### config.mk
export PLATFORM = sky130hd
export DESIGN_NAME = btn_event_capture
export DESIGN_NICKNAME = d
export VERILOG_FILES = /design/src/rtl/btn_event_capture.sv
export SDC_FILE = /design/constraint.sdc
export NUM_CORES = 1
export LEC_CHECK = 0
export BUFFER_PORTS_ARGS = -buffer_cell sky130_fd_sc_hd__buf_2
export CORE_ASPECT_RATIO = 1.75
export CORE_MARGIN = 1
export CORE_UTILIZATION = 56
export CTS_CLUSTER_SIZE = 30
export DETAILED_ROUTE_END_ITERATION = 16
export GPL_ROUTABILITY_DRIVEN = 0
export PLACE_DENSITY_LB_ADDON = 0.05
export SYNTH_ARGS = -nofsm -noshare
export SYNTH_HDL_FRONTEND = slang
export SYNTH_SLANG_ARGS = --single-unit
### constraint.sdc
create_clock -name clk -period 5 [get_ports clk]
set_input_delay 1.5 -clock clk [delete_from_list [all_inputs] [get_ports clk]]
set_output_delay 1.5 -clock clk [all_outputs]
set_load 0.005 [all_outputs]
### src/rtl/btn_event_capture.sv
// btn_event_capture: synchronise, debounce and latch button presses as sticky pending events; define BTN_CAPTURE_OVF_EN for lost-press flags
module btn_event_capture #(
  parameter int N_BTN  = 4,
  parameter int DB_CNT = 1000000
) (
  input  logic             clk,
  input  logic             reset_n,
  input  logic [N_BTN-1:0] btn_raw,
  input  logic             ack,
  input  logic [N_BTN-1:0] ack_mask,
  output logic [N_BTN-1:0] level,
  output logic [N_BTN-1:0] pending,
  output logic [N_BTN-1:0] ovf,
  output logic             irq
);
  localparam int CW = $clog2(DB_CNT + 1);
  localparam logic [CW-1:0] CMAX = CW'(DB_CNT - 1);
  logic [N_BTN-1:0] meta_q, sync_q, level_q, level_d, pending_q, pending_d, hit, press, clr;
  logic [CW-1:0] cnt_q [N_BTN];
  logic [CW-1:0] cnt_d [N_BTN];
  logic irq_q, irq_d;
  always_comb begin
    hit   = '0;
    cnt_d = cnt_q;
    for (int i = 0; i < N_BTN; i++) begin
      hit[i]   = sync_q[i] != level_q[i] && cnt_q[i] == CMAX;
      cnt_d[i] = (sync_q[i] == level_q[i] || hit[i]) ? '0 : cnt_q[i] + CW'(1);
    end
    level_d   = level_q ^ hit;
    press     = level_d & ~level_q;
    clr       = ack ? ack_mask : '0;
    pending_d = press | (pending_q & ~clr);
    irq_d     = |pending_d;
  end
  always_ff @(posedge clk or negedge reset_n)
    if (!reset_n) begin
      meta_q    <= '0;
      sync_q    <= '0;
      level_q   <= '0;
      pending_q <= '0;
      irq_q     <= 1'b0;
      cnt_q     <= '{default: '0};
    end else begin
      meta_q    <= btn_raw;
      sync_q    <= meta_q;
      level_q   <= level_d;
      pending_q <= pending_d;
      irq_q     <= irq_d;
      cnt_q     <= cnt_d;
    end
`ifdef BTN_CAPTURE_OVF_EN
  logic [N_BTN-1:0] ovf_q, ovf_d;
  // a press onto an already-pending bit flags a lost event even if that bit is being acked
  always_comb ovf_d = (press & pending_q) | (ovf_q & ~clr);
  always_ff @(posedge clk or negedge reset_n)
    if (!reset_n) ovf_q <= '0;
    else ovf_q <= ovf_d;
  assign ovf = ovf_q;
`else
  assign ovf = '0;
`endif
  assign level   = level_q;
  assign pending = pending_q;
  assign irq     = irq_q;
endmodule

==> results of run 1 <==
-- stage by stage --
stage / hold slack [ns] / instance area (um2) / utilization [%] / total power (W) / setup WS [ns]
final: 0.359 / 5070 / 63.6 / 0.00147 / 2.48
after global routing: 0.371 / 5070 / 63.6 / 0.00152 / 2.30
after CTS: 0.363 / 5070 / 63.6 / 0.00149 / 2.47
after detailed placement: 0.349 / 4800 / 60.3 / 0.000876 / 2.40
after global placement: 0.332 / 4800 / 60.3 / 0.000874 / 2.42
after floorplan: 0.331 / 4650 / - / 0.000848 / 2.72
-- power breakdown --
part | total, W | leakage [nW] | switching, W | internal [W]
clock network | 0.000611 | 0.135 | 0.000280 | 0.000331
registers | 0.000808 | 1.33 | 0.0000120 | 0.000796
logic | 0.0000515 | 0.658 | 0.0000366 | 0.0000150
-- final cells by class --
class / instances / area share [%]
clock buffer: 9 / 4.45
clock inverter: 7 / 0.741
inverter: 25 / 1.85
multi-input combinational: 334 / 40.2
sequential: 97 / 47.9
tap: 90 / 2.22
timing repair buffer: 24 / 2.67
-- Yosys cell counts --
library cell	count	area share, %
dfrtp_1	97	52
nor2_1	58	4.7
nand2_1	31	2.5
nand3_1	27	2.9
a21oi_1	25	2.7
inv_1	25	2.0
o21ai_0	25	2.7
xnor2_1	25	4.7
xor2_1	23	4.3
or3_1	18	2.4
or4_1	18	2.9
o31ai_1	15	2.4
nand4_1	13	1.8
nor3_1	11	1.2
clkbuf_1	8	0.65
buf_2	5	0.54
and3_1	4	0.54
buf_4	4	0.65
ha_1	4	1.1
nor4_1	4	0.54
nor4b_1	4	0.76
o41ai_1	4	0.76
a21oi_2	3	0.57
and4_1	3	0.57
or4_4	3	0.73
clkbuf_2	2	0.22
nand3b_1	2	0.32
nand4_4	2	0.92
and2_1	1	0.13
and3_2	1	0.16
and3b_1	1	0.19
and4_2	1	0.22
conb_1	1	0.081
nand4_2	1	0.27
nand4b_1	1	0.19
or2_2	1	0.13
or4_2	1	0.19
-- per-layer routing --
layer	global-route usage, %	vias up	wire length, um
met5	0	-	0
met4	10.0	0	145
met3	3.86	10	253
met2	37.8	49	4420
met1	27.1	1627	3850
li1	-	1696	-
-- critical path, delay by kind of cell (launching register included) --
family / cells / cell delay, ns
AO/OA/AOI/OAI: 1 / 0.57
flip-flops: 1 / 0.40
buffers and inverters: 2 / 0.37
AND/OR/NAND/NOR: 2 / 0.78
adder cells (fa/ha/maj): 1 / 0.29
-- final timing paths --
check	endpoint	depth (start not counted)	slack, ns	from
min in group asynchronous	cnt_q[39]	1	1.27	reset_n
worst max register to register	cnt_q[10]	6	2.48	cnt_q[0]
worst max-delay path	cnt_q[10]	6	2.48	cnt_q[0]
worst min-delay path	sync_q[1]	0	0.36	meta_q[1]
max in group asynchronous	cnt_q[52]	2	2.86	reset_n
worst min register to register	sync_q[1]	0	0.36	meta_q[1]
-- sequential cells by signal (all words and copies together) (netlist names) --
name and count:
cnt_q 80, pending 4, sync_q 4, level 4
meta_q 4, irq 1
-- kinds of logic after synthesis --
logic type,after synthesis
AND/OR/NAND/NOR,206
flip-flops,97
AO/OA/AOI/OAI,72
XOR/XNOR,48
buffers and inverters,44
adder cells (fa/ha/maj),4
other,1
==> metrics.yaml, run 1 <==
die:
  fp.dieArea_mm2: 0.00867
  dieWidth_um: 70.8
  die_h_um: 122
  num_io_pins: 24
  row_count: 43
  initial_core_util_pct: 58.3
  design.core.area_mm2: 0.00796
setup_path:
  crit_path_max_fanout: 11
  crit_path_end_kind: "flip-flop"
  worstPathRequired_ns: 5.23
  worst-setup-path-type: "flip-flop to flip-flop"
  crit_path_max_incr_delay_ns: 0.71
  arrival_ns: 2.75
  worstPathCellList: "ha_1 > inv_1 > or4_2 > o21ai_1 > buf_4 > nor2_1"
  slowest_stage: "or4_2"
  start_kind: "flip-flop"
timing:
  setup_violations: 0
  relSlewSlack_pct: 41.1
  min_period_ns: 2.52
  worst_pin_slew_ns: 0.884
  finClkSkew_ns: 0.00438
  fin_crit_sh_pct: 50.3
  slew_viol_final: 0
  fin_setup_tns_ns: 0
  fmax_mhz: 398
  rsz0062_at_grt: "false"
  hold_viol: 0
clock_tree:
  postCtsSetupBuffers: 0
  clock-sinks: 97
  cts_resized: 0
  cts-root-buf: "clkbuf_16"
  clkTransAtPathRegs_ns: 0.06
  htree_levels: 3
  ctsHoldBuffers: 0
  cts_tree: "yes"
  cts_inserted_buffers: 9
  cts_buffer_depth: 2
  clock_latency_ns: 0.34
placement:
  portBuffers: 19
  dp.cells: 570
  hpwl_um: 5900
logic_synthesis:
  synth-simple-area-share_pct: 24.2
  ys_seq_elements: 97
  syn-cell-area_mm2: 0.00464
  muxShareOfSynthArea_pct: 0
  ys_types: 37
  synth_top_family_by_area: "simple AND/OR/NAND/NOR gates"
  synthCells: 472
  yosysSeqAreaShare_pct: 52.3
  synth_xor_area_share_pct: 9.06
  syn_avg_cell_area_um2: 9.83
  synth-compound-area-share_pct: 9.14
  synthAdderAreaFrac_pct: 1.08
  yosys_warnings: 0
cells_and_area:
  layout-drive-gt1-share_pct: 10.7
  fin_cells: 586
  fillers: 674
  fin_nets: 506
  area.growth.synth_to_final_pct: 9.20
  antennaDiodeCount: 0
  multi_input_area_mm2: 0.00203
  layout_commonest_cell: "dfrtp_1"
  ff_latch_area_mm2: 0.00243
  layout_common_cells: "dfrtp_1 (97), nor2_1 (58), nand2_1 (31)"
power_and_ir_drop:
  p_leak_nw: 2.12
  peakVddDrop_mv: 0.230
  p_per_area_mw_per_mm2: 290
routing:
  drt-total-wl_um: 8670
  detail-route-antenna-nets: 0
  num_vias: 3382
  drc: 0
  drt-wirelength-per-cell_um: 14.8
  first_iter_violations: 250
  viasPerCell: 5.77
  dr.pass1.iters: 6
global_routing:
  antenna_found_initial: 0
  grt_usage_pct: 22.1
  grt_max_degree: 73
  grt_pass1_wl_um: 14900
  grt_pass1_vias: 3328
  grt_overflow: 0
job:
  cap_violations: 0
outcome:
  status: "finished, final reports clean"
hold_path:
  hp-class: "flip-flop to flip-flop"
(Power assumes the default switching activity.)
==> run 2, diff against run 1 <==
==> constraint.sdc (replaced) <==
create_clock -name clk -period 2.5 [get_ports clk]
set_input_delay 0.75 -clock clk [delete_from_list [all_inputs] [get_ports clk]]
set_output_delay 0.75 -clock clk [all_outputs]
set_load 0.005 [all_outputs]
==> run 2 against run 1 <==
  * Sequential share of layout area fell by 0.92 points
  * Fmax rose by 17%
  * Die area did not move
  * Critical path depth fell by 1
  * Final area rose by 2.0%
  * Global-route usage rose by 0.33 points
  * Routed wire length fell by 0.32%
  * Worst hold slack got worse by 0.013 ns
  * Combinational power rose by 110%
  * Power rose by 110%
  * Highest routed layer unchanged
==> metrics.yaml, run 2 (synthesis results as in run 1) <==
routing:
  drt-total-wl_um: 8640  # -0.32%
  detail-route-antenna-nets: 0  # unchanged
  num_vias: 3489  # +3.2%
  drt-wirelength-per-cell_um: 14.6  # -1.2%
  dr.pass1.iters: 7  # +1
  drc: 0  # unchanged
  first_iter_violations: 240  # -4.0%
  viasPerCell: 5.90  # +2.3%
placement:
  dpl_cell_area_mm2: 0.00485  # +1.0%
  dp.cells: 575  # +0.88%
  hpwl_um: 6070  # +2.9%
  portBuffers: 19  # unchanged
die:
  dieWidth_um: 70.8  # unchanged
  design.core.area_mm2: 0.00796  # unchanged
  die_h_um: 122  # unchanged
  fp.dieArea_mm2: 0.00867  # unchanged
  row_count: 43  # unchanged
  num_io_pins: 24  # unchanged
  initial_core_util_pct: 58.3  # unchanged
hold_path:
  hp-class: "flip-flop to flip-flop"
  hold-path-endpoint: "sync_q[3]"
  hold_depth: 0  # unchanged
  hold_start: "meta_q[3]"
clock_tree:
  htree_levels: 3  # unchanged
  cts_inserted_buffers: 9  # unchanged
  cts_resized: 0  # unchanged
  ctsHoldBuffers: 0  # unchanged
  postCtsSetupBuffers: 0  # unchanged
  cts-root-buf: "clkbuf_16"
  clock_latency_ns: 0.34  # about the same
  cts_buffer_depth: 2  # unchanged
  cts_tree: "yes"
  clkTransAtPathRegs_ns: 0.06  # about the same
  clock-sinks: 97  # unchanged
setup_path:
  r2r-end: "cnt_q[58]"
  crit_path_max_fanout: 7  # -4
  start_kind: "flip-flop"
  arrival_ns: 2.42  # -0.33 ns
  worst-setup-path-type: "flip-flop to flip-flop"
  rr_startpoint: "cnt_q[40]"
  r2r_cells: 5  # -1
  worstPathRequired_ns: 2.77  # -2.46 ns
  crit_path_end_kind: "flip-flop"
  rrSetupSlack_ns: 0.34  # -2.14 ns
cells_and_area:
  stdcell_area_mm2: 0.00516  # +2.0%
  layout-drive-gt1-share_pct: 11.4  # +0.69 points
  layout_commonest_cell: "dfrtp_1"
  layout_common_cells: "dfrtp_1 (97), nor2_1 (58), nand2_1 (31)"
  antennaDiodeCount: 0  # unchanged
  fin_nets: 511  # +0.99%
  largest_reg_flops: 80  # unchanged
  area.growth.synth_to_final_pct: 11.3
  utilization_pct: 64.9  # +1.2 points
  top_register: "cnt_q"
  fin_cells: 591  # +0.85%
global_routing:
  grt_pass1_wl_um: 15200  # +1.7%
  grt_max_degree: 40  # -45%
  grt_pass1_vias: 3460  # +4.0%
  grt_overflow: 0  # unchanged
  antenna_found_initial: 0  # unchanged
  grt_usage_pct: 22.4  # +0.33 points
timing:
  setup_violations: 0  # unchanged
  finClkSkew_ns: 0.00631  # +0.00193 ns
  fin_crit_sh_pct: 86.3  # +36 points
  fmax_mhz: 464  # +17%
  hold_viol: 0  # unchanged
  rsz0062_at_grt: "false"
  slew_viol_final: 0  # unchanged
  fin_setup_tns_ns: 0  # unchanged
  min_period_ns: 2.16  # -0.359 ns
job:
  cap_violations: 0  # unchanged
power_and_ir_drop:
  peakVddDrop_mv: 0.484  # +110%
  finalPower_w: 0.00315  # +110%
  p_leak_nw: 2.17  # +2.2%
  p_per_area_mw_per_mm2: 610  # +110%
outcome:
  status: "finished, final reports clean"
## run 2: final cells by class
cell class | instances | area (um2)
fill | 675 | 2800
clock buffer | 10 | 229
clock inverter | 6 | 82.6
timing repair buffer | 29 | 185
sequential | 97 | 2430
inverter | 25 | 93.8
multi-input combinational | 334 | 2030
tap | 90 | 113
## run 2: worst max path at each step
stage	start	endpoint	slack (ns)	cells past startpoint
CTS	cnt_q[40]	cnt_q[58]	0.36	5
global route	cnt_q[0]	cnt_q[18]	0.25	5
global placement	cnt_q[60]	cnt_q[78]	0.44	5
finish	cnt_q[40]	cnt_q[58]	0.34	5
detailed placement	cnt_q[40]	cnt_q[58]	0.37	5
floorplan	cnt_q[60]	cnt_q[78]	0.51	6
## run 2: metrics by stage
step	worst slack, ns	hold slack [ns]
3_5_place_dp	0.374	0.337
4_1_cts	0.359	0.349
3_3_place_gp	0.443	0.332
2_1_floorplan	0.511	0.331
6_report	0.343	0.346
5_1_grt	0.247	0.350
## run 2: worst max-delay path, cell delays in order (launching register included)
cell,delay [ns]
dfrtp_1,0.41
ha_1,0.26
nand2_1,0.12
or4_1,0.63
or4_4,0.53
a21oi_2,0.14
## run 2: per-layer routing
metal | global-route usage, % | vias to the layer above | wire, um
met1 | 26.7 | 1726 | 3860
met2 | 39.5 | 45 | 4440
met4 | 10.4 | 0 | 155
met5 | 0 | - | 0
met3 | 3.45 | 14 | 188
li1 | - | 1704 | -
## run 2: power by group
part	switching [W]	internal, W
logic	0.0000744	0.0000352
clock network	0.000558	0.000871
registers	0.0000226	0.00159
==> run 3, diff against run 2 <==
==> constraint.sdc (replaced) <==
create_clock -name clk -period 2.7 [get_ports clk]
set_input_delay 0.81 -clock clk [delete_from_list [all_inputs] [get_ports clk]]
set_output_delay 0.81 -clock clk [all_outputs]
set_load 0.005 [all_outputs]
==> run 3 against run 2 <==
  * Non-clock buffer count fell by 4
  * Critical path depth did not move
  * Sequential power fell by 7%
  * Sequential share of layout area rose by 0.66 points
  * Die area did not move
  * Via count fell by 1.5%
  * Final area fell by 1.4%
  * Setup slack improved by 0.13 ns
  * First-iteration DRC count fell by 39%
  * Critical path type unchanged
  * Critical endpoint is now irq
==> metrics.yaml, run 3 (synthesis results as in run 1) <==
timing:
  worst_pin_slew_ns: 0.549
  finClkSkew_ns: 0.00840  # +0.00209 ns
  rsz0062_at_grt: "false"
  min_period_ns: 2.22  # +0.0657 ns
  setup_slack_ns: 0.478  # +0.134 ns
  fin_setup_tns_ns: 0  # unchanged
  fin_crit_sh_pct: 82.3  # -4.0 points
  relSlewSlack_pct: 63.0
  setup_violations: 0  # unchanged
  fmax_mhz: 450  # -3.0%
  hold_viol: 0  # unchanged
  slew_viol_final: 0  # unchanged
job:
  cap_violations: 0  # unchanged
die:
  die_h_um: 122  # unchanged
  initial_core_util_pct: 58.3  # unchanged
  design.core.area_mm2: 0.00796  # unchanged
  fp.dieArea_mm2: 0.00867  # unchanged
  num_io_pins: 24  # unchanged
  dieWidth_um: 70.8  # unchanged
  row_count: 43  # unchanged
clock_tree:
  clkTransAtPathRegs_ns: 0.06  # about the same
  cts_inserted_buffers: 9  # unchanged
  clock-sinks: 97  # unchanged
  cts_resized: 0  # unchanged
  cts-root-buf: "clkbuf_16"
  htree_levels: 3  # unchanged
  clock_latency_ns: 0.35  # about the same
  cts_buffer_depth: 2  # unchanged
  cts_tree: "yes"
  ctsHoldBuffers: 0  # unchanged
  postCtsSetupBuffers: 0  # unchanged
routing:
  dr.pass1.iters: 6  # -1
  drt-total-wl_um: 8630  # -0.17%
  first_iter_violations: 146  # -39%
  viasPerCell: 5.88  # -0.48%
  drt-wirelength-per-cell_um: 14.7  # +0.85%
  num_vias: 3437  # -1.5%
  drc: 0  # unchanged
  detail-route-antenna-nets: 0  # unchanged
setup_path:
  crit_path_max_fanout: 6  # -1
  arrival_ns: 2.51  # +0.09 ns
  worstPathRequired_ns: 2.98  # +0.21 ns
  crit_path_max_incr_delay_ns: 0.72  # +0.09 ns
  start_kind: "flip-flop"
  worst-setup-path-type: "flip-flop to flip-flop"
  slowest_stage: "or4_2"
  crit_path_end_kind: "flip-flop"
  worstPathCellList: "ha_1 > inv_1 > or4_2 > o41ai_1 > or4_1"
cells_and_area:
  stdcell_area_mm2: 0.00509  # -1.4%
  layout_common_cells: "dfrtp_1 (97), nor2_1 (58), nand2_1 (31)"
  fin_nets: 507  # -0.78%
  top_register: "cnt_q"
  area.growth.synth_to_final_pct: 9.79
  largest_reg_flops: 80  # unchanged
  layout-drive-gt1-share_pct: 10.5  # -0.87 points
  layout_commonest_cell: "dfrtp_1"
  utilization_pct: 64.0  # -0.90 points
  antennaDiodeCount: 0  # unchanged
  fin_cells: 585  # -1.0%
global_routing:
  antenna_found_initial: 0  # unchanged
  grt_overflow: 0  # unchanged
  grt_usage_pct: 22.2  # -0.22 points
  grt_pass1_wl_um: 15000  # -1.4%
  grt_max_degree: 98  # +150%
  grt_pass1_vias: 3391  # -2.0%
placement:
  portBuffers: 19  # unchanged
  hpwl_um: 5890  # -3.0%
  dp_slack_ns: 0.552  # +0.177 ns
  dpl_cell_area_mm2: 0.00482  # -0.62%
  dp.cells: 571  # -0.70%
outcome:
  status: "finished, final reports clean"
power_and_ir_drop:
  p_leak_nw: 2.13  # -1.8%
  p_per_area_mw_per_mm2: 544  # -11%
  peakVddDrop_mv: 0.377  # -22%
hold_path:
  hp-class: "flip-flop to flip-flop"
-- run 3: cell types whose count changed in the layout (fill, tap and decap cells not counted), sizes merged --
cell / change
bufinv: -2
buf: -4
clkinv: -1
clkbuf: +1
-- run 3: routing by layer --
layer | share of wire, % | wire (um) | global-route usage (%)
met1 | 44 | 3800 | 26.8
met4 | 2.0 | 174 | 11.3
met2 | 52 | 4480 | 38.3
met5 | 0 | 0 | 0
met3 | 2.0 | 169 | 3.37
-- run 3: final cells by class --
type,count,area (um2)
Fill cell,660,2870
Sequential cell,97,2430
Multi-Input combinational cell,334,2030
Clock buffer,11,253
Timing Repair Buffer,25,155
Tap cell,90,113
Inverter,25,93.8
Clock inverter,3,17.5
-- run 3: path summary, 6_finish.rpt --
| check | startpoint | depth (start not counted) | slack (ns) | end |
|---|---|---|---|---|
| worst max-delay path | cnt_q[0] | 5 | 0.48 | irq |
| worst min-delay path | meta_q[1] | 0 | 0.34 | sync_q[1] |
| worst max register to register | cnt_q[0] | 5 | 0.48 | irq |
| worst min register to register | meta_q[1] | 0 | 0.34 | sync_q[1] |
| max in group asynchronous | reset_n | 2 | 1.78 | cnt_q[16] |
| min in group asynchronous | reset_n | 2 | 0.48 | cnt_q[32] |
-- run 3: critical path: cells and delay by family (launching register included) --
family | cells | cell delay [ns]
adder cells (fa/ha/maj) | 1 | 0.29
flip-flops | 1 | 0.40
buffers and inverters | 1 | 0.05
AND/OR/NAND/NOR | 2 | 0.92
AO/OA/AOI/OAI | 1 | 0.49
-- run 3: through the flow --
step / total power, W / hold slack, ns
after global routing: 0.00286 / 0.347
after global placement: 0.00162 / 0.334
after floorplan: 0.00157 / 0.331
after CTS: 0.00280 / 0.349
after detailed placement: 0.00162 / 0.336
final: 0.00277 / 0.345
-- run 3: report_power, final --
part | total (W) | switching, W | internal (W)
clock | 0.00118 | 0.000514 | 0.000661
sequential | 0.00150 | 0.0000214 | 0.00147
combinational | 0.0000994 | 0.0000686 | 0.0000308
total | 0.00277 | 0.000604 | 0.00217
